--- src/rtl/lfsr_rand.sv ---
// lfsr_rand: Fibonacci LFSR random source with a req/valid draw port that
// returns a uniform value below a runtime limit via masked rejection sampling.
// Ports: clk, rst (async, active-low), seed_we/seed_in (seed load),
//   free_run (advance every edge), req/limit (draw request),
//   busy/valid/rand_out/fallback (draw status/result),
//   lockup (zero-state recovery pulse), state_out (LFSR state).
`timescale 1ns/1ps
module lfsr_rand #(
  parameter int                WIDTH     = 16,
  parameter logic [WIDTH-1:0]  TAPS      = 16'hB400,
  parameter logic [WIDTH-1:0]  SEED      = 16'h5EED,
  parameter int                OUT_W     = 8,
  parameter int                MAX_TRIES = 16
) (
  input  logic             clk,
  input  logic             rst,
  input  logic             seed_we,
  input  logic [WIDTH-1:0] seed_in,
  input  logic             free_run,
  input  logic             req,
  input  logic [OUT_W-1:0] limit,
  output logic             busy,
  output logic             valid,
  output logic [OUT_W-1:0] rand_out,
  output logic             fallback,
  output logic             lockup,
  output logic [WIDTH-1:0] state_out
);

  localparam int TW = $clog2(MAX_TRIES) + 1;

  typedef enum logic {
    IDLE = 1'b0,
    DRAW = 1'b1
  } fsm_t;

  fsm_t             fsm_q, fsm_d;
  logic [WIDTH-1:0] lfsr_q, lfsr_d;
  logic [OUT_W-1:0] lim_q, lim_d;
  logic [OUT_W-1:0] mask_q, mask_d;
  logic [TW-1:0]    tries_q, tries_d;
  logic             valid_q, valid_d;
  logic [OUT_W-1:0] rand_q, rand_d;
  logic             fall_q, fall_d;
  logic             lock_q, lock_d;

  logic             fbit;
  logic [OUT_W-1:0] lim_m1;
  logic [OUT_W-1:0] new_mask;
  logic [OUT_W-1:0] cand;
  logic             take;
  logic             advance;

  always_ff @(posedge clk or negedge rst) begin
    if (!rst) begin
      fsm_q   <= IDLE;
      lfsr_q  <= SEED;
      lim_q   <= '0;
      mask_q  <= '0;
      tries_q <= '0;
      valid_q <= 1'b0;
      rand_q  <= '0;
      fall_q  <= 1'b0;
      lock_q  <= 1'b0;
    end else begin
      fsm_q   <= fsm_d;
      lfsr_q  <= lfsr_d;
      lim_q   <= lim_d;
      mask_q  <= mask_d;
      tries_q <= tries_d;
      valid_q <= valid_d;
      rand_q  <= rand_d;
      fall_q  <= fall_d;
      lock_q  <= lock_d;
    end
  end

  always_comb begin
    fsm_d   = fsm_q;
    lfsr_d  = lfsr_q;
    lim_d   = lim_q;
    mask_d  = mask_q;
    tries_d = tries_q;
    valid_d = 1'b0;
    rand_d  = rand_q;
    fall_d  = fall_q;
    lock_d  = 1'b0;

    fbit = ^(lfsr_q & TAPS);

    // Smear limit-1 downward: every bit at or below its MSB is set.
    lim_m1   = limit - OUT_W'(1);
    new_mask = '0;
    for (int i = 0; i < OUT_W; i++) begin
      new_mask[i] = |(lim_m1 >> i);
    end
    if (limit <= OUT_W'(1)) begin
      new_mask = '1;
    end

    cand = lfsr_q[OUT_W-1:0] & mask_q;

    // A req during the valid cycle is dropped, not queued.
    take    = (fsm_q == IDLE) && req && !valid_q;
    advance = free_run || (fsm_q == DRAW) || take;

    unique case (fsm_q)
      IDLE: begin
        if (take) begin
          fsm_d   = DRAW;
          lim_d   = limit;
          mask_d  = new_mask;
          tries_d = '0;
        end
      end
      DRAW: begin
        if ((lim_q == '0) || (cand < lim_q)) begin
          rand_d  = cand;
          valid_d = 1'b1;
          fall_d  = 1'b0;
          fsm_d   = IDLE;
        end else if (tries_q == TW'(MAX_TRIES - 1)) begin
          rand_d  = lim_q - OUT_W'(1);
          valid_d = 1'b1;
          fall_d  = 1'b1;
          fsm_d   = IDLE;
        end else begin
          tries_d = tries_q + TW'(1);
        end
      end
      default: fsm_d = IDLE;
    endcase

    if (seed_we) begin
      lfsr_d = (seed_in == '0) ? SEED : seed_in;
    end else if (lfsr_q == '0) begin
      lfsr_d = SEED;
      lock_d = 1'b1;
    end else if (advance) begin
      lfsr_d = {lfsr_q[WIDTH-2:0], fbit};
    end
  end

  assign busy      = (fsm_q == DRAW);
  assign valid     = valid_q;
  assign rand_out  = rand_q;
  assign fallback  = fall_q;
  assign lockup    = lock_q;
  assign state_out = lfsr_q;

endmodule
--- config.mk ---
export PLATFORM = sky130hd
export DESIGN_NAME = lfsr_rand
export DESIGN_NICKNAME = d
export VERILOG_FILES = /design/src/rtl/lfsr_rand.sv
export SDC_FILE = /design/constraint.sdc
export NUM_CORES = 1
export LEC_CHECK = 0
export ABC_AREA = 0
export CAP_MARGIN = 20
export CORE_AREA = 3 3 78 80
export CTS_CLUSTER_SIZE = 40
export DETAILED_ROUTE_END_ITERATION = 8
export DIE_AREA = 0 0 81 83
export PLACE_DENSITY = 0.85
export SYNTH_ARGS = -nofsm -noshare
export SYNTH_HDL_FRONTEND = slang
export SYNTH_SLANG_ARGS = --single-unit
--- constraint.sdc ---
create_clock -name clk -period 5.5 [get_ports clk]
set_clock_uncertainty 0.2 [all_clocks]
set_input_delay 1.1 -clock clk [delete_from_list [all_inputs] [get_ports clk]]
set_output_delay 1.1 -clock clk [all_outputs]
set_load 0.05 [all_outputs]
Word level (Yosys, flattened, before mapping)
Index checks and enable logic that the tools add are counted.
{"block": "word_totals", "register_bits": 49, "input_bits": 29, "out_inout_bits": 28, "elab_cells": 64}
{"block": "classes", "n_addsub": 3, "order_cmp": 2, "eq_ne": 4, "muxes": 22, "bitwise_logic": 2, "reduce_logical": 22}
{"cell": "$mux W16", "count": 4}
{"cell": "$logic_not A16 Y1", "count": 2}
{"cell": "$mux W8", "count": 3}
{"cell": "$reduce_xor A16 Y1", "count": 1}
{"cell": "$sub A8 B1 Y8 const B", "count": 2}
{"cell": "$mux W5", "count": 3}
{"cell": "$mux W1", "count": 10}
{"cell": "$pmux W5 S2", "count": 1}
{"cell": "$and A8 B8 Y8", "count": 1}
{"cell": "$le A8 B1 Y1 const B", "count": 1}
{"cell": "$logic_not A8 Y1", "count": 1}
{"cell": "$lt A8 B8 Y1", "count": 1}
{"cell": "$reduce_or A8 Y1", "count": 1}
{"cell": "$reduce_or A7 Y1", "count": 1}
{"cell": "$ne A2 B2 Y1 const B", "count": 3}
{"cell": "$reduce_or A6 Y1", "count": 1}
{"cell": "$add A5 B1 Y5 const B", "count": 1}
{"cell": "$eq A5 B4 Y1 const B", "count": 1}
{"cell": "$reduce_or A5 Y1", "count": 1}
{"cell": "$reduce_and A2 Y1", "count": 2}
{"cell": "$reduce_or A4 Y1", "count": 1}
{"cell": "$logic_or A1 B1 Y1", "count": 3}
{"cell": "$reduce_and A3 Y1", "count": 1}
{"cell": "$reduce_bool A3 Y1", "count": 1}
{"cell": "other kinds (7)", "count": 8}

Longest topological paths before layout
Gate-level depths: netlist (run 1).
{"block": "depth", "ltp_word": 7, "ltp_mapped": 9, "depth_no_buf": 8}

Worst setup path before layout (run 1)
No wires, ideal clock.
{"block": "synth_path", "kind": "in2reg", "startpoint": "input port limit[3]", "endpoint": "register mask_q[0]", "setup_ns": 0.132, "arrival_ns": 2.409, "t_required_ns": 5.168, "path_slack_ns": 2.760, "cell_stages": 7, "cell_sequence": "clkbuf_1 > nor4_2 > a22oi_1 > o31ai_1 > and3_1 > clkbuf_1 > a31oi_1"}
{"block": "synth_between", "elab_chain_cells": 3, "elab_cells_between_ends": 4, "classes_between": "add/sub: 1; order compare: 1; mux: 1; reduce/logical: 1"}
{"item": "start, declared", "line": "21", "rtl": "input logic [OUT_W-1:0] limit,"}
{"item": "$sub A8 B1 Y8", "line": "92", "rtl": "lim_m1 = limit - OUT_W'(1);"}
{"item": "$reduce_or A8 Y1", "line": "95", "rtl": "new_mask[i] = |(lim_m1 >> i);"}
{"item": "$mux W8 *", "line": "97", "rtl": "if (limit <= OUT_W'(1)) begin"}
{"item": "end signal, assigned", "line": "69", "rtl": "mask_q <= mask_d;"}
{"item": "end, declared", "line": "40", "rtl": "logic [OUT_W-1:0] mask_q, mask_d;"}
Mark *: on every way between the ends. The rest lies on a longest branch, timed or not.
A chain may end at the register's enable or synchronous reset.

Worst setup path in the final report (run 1)
{"block": "layout_path", "startpoint": "register fsm_q, in the netlist busy", "endpoint": "output port busy"}
{"item": "start, declared", "line": "37", "rtl": "fsm_t fsm_q, fsm_d;"}
{"item": "start signal, assigned", "line": "66", "rtl": "fsm_q <= fsm_d;"}
{"item": "end, declared", "line": "22", "rtl": "output logic busy,"}
No word-level cell between the ends.

==> impl_metrics.yaml, run 1 <==
timing:
  setup-tns-final_ns: 0
  final-setup-viol-count: 0
  slew_violations: 0
  layout_min_cycle_time_ns: 3.531
  fmax_ghz: 0.2832
  fin_crit_sh: 0.6420
  relSlewSlack: 0.3694
  final_hold_viol_count: 0
  rsz0062_at_grt: "no"
  worst_slew_pin_slew_ns: 0.9460
critical_path:
  r2r_setup_slack_ns: 2.75
  slowest_delay_ns: 0.97
  ff2ff_path_depth: 6
  cp-end-kind: "output port"
  crit_type: "register to output port"
  path_delay_family: "flip-flops"
  path_cells: "clkdlybuf4s50_1"
  start_kind: "register"
  crit_required_ns: 4.20
  crit_fanout: 33
  slowest_stage: "dfrtp_1"
  worst_r2r_endpoint: "rand_out[5]"
  cp_data_arrival_time_ns: 2.23
  worstReg2RegStart: "state_out[5]"
  path_buf_inv: 1
synthesis:
  synth_seq_cells: 49
  yosysWarnings: 0
  synth_top_area_cell: "dfrtp_1"
  syn_area_sq_um: 2999
  syn-num-nets: 377
  synth_async_sr_flop_share: 1.000
  syn_area_per_cell_sq_um: 8.979
  synth-main-ff-cell: "dfrtp_1"
  synth_edf_count: 0
  synth.area.top_cells: "dfrtp_1 (32%), dfstp_2 (9.6%), ha_1 (5.8%)"
  ys_types: 55
  syn_inst: 334
  synth_top_area_frac: 0.3171
  seq_area_frac_synth: 0.4134
floorplanning:
  initial_core_util: 0.5480
  fp.dieH_um: 83
  die_x_um: 81
  coreArea_sq_um: 5473
  rows: 27
  io_pins: 57
  dieArea_sq_um: 6723
power_and_ir_drop:
  ir_drop_v: 0.0002437
  p_total_uw: 1795
  leakage_uw: 0.001477
  powerDensity_nw_per_um2: 489.9
placement:
  place.gp.congestion: 0.8975
  dpl.hpwl_mm: 5.519
  portBuffers: 56
  placed_area_sq_um: 3557
global_route:
  grt_pass1_vias: 2693
  grt_antenna_before_repair: 0
  grt_overflow: 0
  grt_pass1_wl_mm: 12.72
  grt_max_degree: 50
  track_usage: 0.2348
final_layout:
  stdcell_area_sq_um: 3664
  syn_to_final_growth_pct: 22.15
  multi_input_area_sq_um: 1570
  layout-drive-gt1-share: 0.08158
  ff_latch_area_sq_um: 1240
  final_nets: 422
  fillCellCount: 458
  antenna_cells: 0
clock_tree:
  insertion_delay_ns: 0.31
  cts_made_buffers: 5
  postCtsSetupRepairBufs: 0
  cts.clk_slew.worst_paths_ns: 0.09
  cts-root-buf: "clkbuf_8"
  ctsHoldBuffers: 0
  cts.htree.levels: 2
  clockBufferDepth: 2
  cts_resized: 0
  cts_tree: "yes"
  cts_sinks: 49
run_status:
  outcome: "completed"
flow_run:
  cap_violations: 0
worst_hold_path:
  min_delay_path_depth: 1
  holdPathEnd: "mask_q[7]"
  min_from: "mask_q[7]"
  hold_path_class: "register to register"
detailed_routing:
  wirelength_mm: 7.450
  drt_first_iter_violations: 190
  drtAntennaViolNets: 0
  wl_per_cell_um: 16.48
  vias: 2741
  drt_first_pass_iters: 5
  drc_errors: 0
  viasPerCell: 6.064
flip-flops by register name (all words and copies together) (netlist names):
name	cells
lockup	1
state_out	16
busy	1
lim_q	8
fallback	1
mask_q	8
valid	1
tries_q	5
rand_out	8
kinds of logic after synthesis:
group	synth area share
muxes	0.006675
AOI/OAI and AO/OA	0.2073
and+or+nand+nor	0.2190
buffers and inverters	0.06300
adders and majority gates	0.05841
DFF	0.4134
xor gates and xnor gates	0.03213
metal layers:
metal	part of all wire	vias to the layer above	track usage
met5	0	-	0
met1	0.43	1308	0.3073
li1	-	1303	-
met3	0.053	17	0.03905
met4	0.017	0	0.06605
met2	0.50	113	0.3951
worst max-delay path by stage:
| stage | from | to | slack (ns) | cells past startpoint |
|---|---|---|---|---|
| 2_1_floorplan | limit[3] | mask_q[0] | 2.76 | 7 |
| 3_3_place_gp | req | state_out[13] | 2.22 | 5 |
| 3_5_place_dp | req | state_out[13] | 2.18 | 5 |
| 4_1_cts | busy | busy | 1.99 | 1 |
| 5_1_grt | busy | busy | 1.86 | 1 |
| 6_report | busy | busy | 1.97 | 1 |
metrics by stage:
step / worst slack [ns] / utilization / cells / hold slack, ns
CTS: 1.993 / 0.6658 / 451 / 0.2823
finish: 1.969 / 0.6694 / 452 / 0.2849
global placement: 2.220 / 0.6500 / 443 / 0.2527
detailed placement: 2.176 / 0.6500 / 443 / 0.2636
global route: 1.856 / 0.6694 / 452 / 0.3286
floorplan: 2.760 / - / 334 / 0.2413
final cells by class:
| cell class | instances | area share |
|---|---|---|
| multi-input cells | 239 | 0.4286 |
| flip-flops and latches | 49 | 0.3385 |
| repair buffers | 57 | 0.1571 |
| inverters | 27 | 0.02766 |
| well taps | 72 | 0.02459 |
| clock buffers | 6 | 0.01981 |
| clock inverters | 2 | 0.003757 |
where the power goes:
part	leakage [uW]	internal, uW	switching (uW)	total (uW)
registers	0.000573	487	137	624
logic	0.000862	358	601	959
clock network	0.0000417	90.1	121	211
synthesized netlist by cell type (4+ instances only):
| library cell | n |
|---|---|
| nor4_1 | 6 |
| and3_1 | 5 |
| nor3_1 | 7 |
| o2bb2ai_1 | 11 |
| a41oi_1 | 4 |
| xnor2_1 | 8 |
| or3_1 | 5 |
| a21oi_1 | 23 |
| nand4_1 | 9 |
| dfstp_2 | 11 |
| nand3_1 | 8 |
| o21ai_0 | 15 |
| o221ai_1 | 8 |
| and2_1 | 9 |
| inv_1 | 27 |
| nand2_1 | 20 |
| dfrtp_1 | 38 |
| nor2_1 | 34 |
| clkbuf_1 | 16 |
| ha_1 | 14 |
| nand2b_1 | 4 |
layout by cell type (no fill, tap or decap), types with 4 or more instances in the layout:
cell type        netlist  final
a21oi_1               23     23
a41oi_1                4      4
and2_1                 9      9
and3_1                 5      5
clkbuf_8               0      5
clkdlybuf4s50_1        0     55
dfrtp_1               38     38
dfstp_2               11     11
ha_1                  14     14
inv_1                 27     27
nand2_1               20     20
nand2b_1               4      4
nand3_1                8      8
nand4_1                9      9
nor2_1                34     34
nor3_1                 7      7
nor4_1                 6      6
o21ai_0               15     15
o221ai_1               8      8
o2bb2ai_1             11     11
or3_1                  5      5
xnor2_1                8      8
No activity file was read; power rests on OpenSTA's default activity.
==> inputs of run 2 (changes only) <==
- CORE_AREA: 3 3 78 80 -> 3 3 84 86
- DIE_AREA: 0 0 81 83 -> 0 0 87 89
- PLACE_DENSITY: 0.85 -> 0.77
- clock period: 5.5 -> 2.9 ns (I/O delays scaled with it)
==> run 2 against run 1 <==
  * Via count shrank 1.1%
  * Flip-flop and latch count is the same
  * Clock-buffer cell count fell by 1
  * Critical path depth up 6
  * First-iteration DRC count is 22% lower
  * Worst setup slack got worse by 1.7 ns
  * Die area grew 15%
  * Wire length up 2.2%
  * Final area is 3.1% higher
  * Sequential power up 81%
  * Final cell count rose by 3.5%
  * Combinational power increased by 100%
  * Critical endpoint is now rand_out[5]
  * Largest cell class unchanged
  * Largest power group unchanged
  * Highest routed layer unchanged
==> impl_metrics.yaml, run 2 (same netlist as run 1, synthesis figures left out) <==
run_status:
  outcome: "completed"
power_and_ir_drop:
  p_total_uw: 3574
  p_clk_frac: 0.141
  switchingPower_uw: 1655
  leakage_uw: 0.001545
  ir_drop_v: 0.0005164
  p_comb_frac: 0.543
  p_seq_frac: 0.316
  switching_share: 0.4631
  p_int_uw: 1919
  powerDensity_nw_per_um2: 945.8
final_layout:
  antenna_cells: 0
  layout_common_cells: "clkdlybuf4s50_1 (54), dfrtp_1 (38), nor2_1 (34)"
  syn_to_final_growth_pct: 25.99
  largest_register_ffs: 16
  final_common_cell: "clkdlybuf4s50_1"
  layout-drive-gt1-share: 0.1125
  final_nets: 433
timing:
  relSlewSlack: 0.6526
  final_hold_viol_count: 0
  setup-tns-final_ns: 0
  final-setup-viol-count: 0
  rsz0062_at_grt: "no"
  worst_slew_pin_slew_ns: 0.5194
  slew_violations: 0
  layout_min_cycle_time_ns: 2.588
  whs_ns: 0.02715
  fin_ws_ns: 0.3119
  fmax_ghz: 0.3864
  fin_crit_sh: 0.8924
clock_tree:
  cts_made_buffers: 5
  cts-root-buf: "clkbuf_8"
  clockBufferDepth: 2
  cts_sinks: 49
  insertion_delay_ns: 0.31
  ctsHoldBuffers: 0
  cts.htree.levels: 2
  cts_resized: 0
  cts.clk_slew.worst_paths_ns: 0.10
  postCtsSetupRepairBufs: 0
  cts_tree: "yes"
worst_hold_path:
  hold_path_class: "input port to asynchronous set/reset pin"
global_route:
  grt_overflow: 0
  grt_max_degree: 50
  grt_pass1_wl_mm: 12.92
  grt_pass1_vias: 2747
  grt_antenna_before_repair: 0
  track_usage: 0.2100
placement:
  dpl.hpwl_mm: 5.725
  place_ws_ns: 0.1904
  portBuffers: 56
  place.gp.congestion: 0.8876
critical_path:
  crit_fanout: 6
  start_kind: "register"
  path_buf_inv: 1
  crit_type: "register to register"
  cp-end-kind: "register"
  r2r_setup_slack_ns: 0.31
  crit_required_ns: 2.89
  slowest_stage: "dfstp_2"
  path_delay_family: "compound AO/OA/AOI/OAI gates"
  worstReg2RegStart: "state_out[5]"
  path_cells: "and2_1 > ha_1 > a211oi_1 > nor2_1 > o41ai_2 > buf_4 > o221ai_1"
  cp_data_arrival_time_ns: 2.58
  worst_r2r_endpoint: "rand_out[5]"
  ff2ff_path_depth: 7
  slowest_delay_ns: 0.58
floorplanning:
  io_pins: 57
  initial_core_util: 0.4723
  fp.dieH_um: 89
  die_x_um: 87
  rows: 29
  dieArea_sq_um: 7743
  coreArea_sq_um: 6350
detailed_routing:
  vias: 2710
  drc_errors: 0
  viasPerCell: 5.791
  wirelength_mm: 7.612
  drtAntennaViolNets: 0
  drt_first_pass_iters: 4
  wl_per_cell_um: 16.26
  drt_first_iter_violations: 149
flow_run:
  cap_violations: 0
## run 2: cell types whose count changed in the layout (fill, tap and decap cells not counted)
cell / delta
clkinv_4: +1
buf_4: +12
clkdlybuf4s50_1: -1
clkbuf_1: -1
inv_4: -1
bufinv_16: +1
## run 2: how the worst max path moves through the flow
stage / from / depth (start not counted) / endpoint
after global routing: state_out[5] / 7 / rand_out[5]
after CTS: state_out[5] / 7 / rand_out[4]
after global placement: limit[2] / 6 / mask_q[0]
after detailed placement: limit[2] / 6 / mask_q[1]
after floorplan: state_out[5] / 6 / rand_out[0]
final: state_out[5] / 7 / rand_out[5]
## run 2: routing by layer
| layer | GRT usage | part of all wire | vias to the layer above |
|---|---|---|---|
| met3 | 0.03963 | 0.045 | 6 |
| li1 | - | - | 1320 |
| met5 | 0 | 0 | - |
| met4 | 0.06799 | 0.013 | 0 |
| met2 | 0.3547 | 0.50 | 77 |
| met1 | 0.2723 | 0.44 | 1307 |
## run 2: area by class of cell
class	instances	area, sq um
multi-input cells	239	1570
clock buffers	5	68.82
clock inverters	3	46.29
inverters	27	101.3
repair buffers	68	655.6
fillers	574	2571
flip-flops and latches	49	1240
well taps	77	96.34
## run 2: through the flow
step / util / instances / cell area, sq um
final: 0.5951 / 468 / 3779
after detailed placement: 0.5769 / 460 / 3664
after global routing: 0.5951 / 468 / 3779
after floorplan: - / 334 / 2999
after global placement: 0.5769 / 460 / 3664
after CTS: 0.5951 / 468 / 3779
## run 2: power groups by stage
| stage | Combinational (uW) | Clock (uW) | Sequential (uW) |
|---|---|---|---|
| 6_report | 1940 | 503 | 1130 |
| 5_1_grt | 2140 | 532 | 1160 |
| 4_1_cts | 1950 | 514 | 1130 |
| 3_5_place_dp | 1930 | 0 | 1140 |
| 3_3_place_gp | 1900 | 0 | 1130 |
| 2_1_floorplan | 1030 | 0 | 1480 |
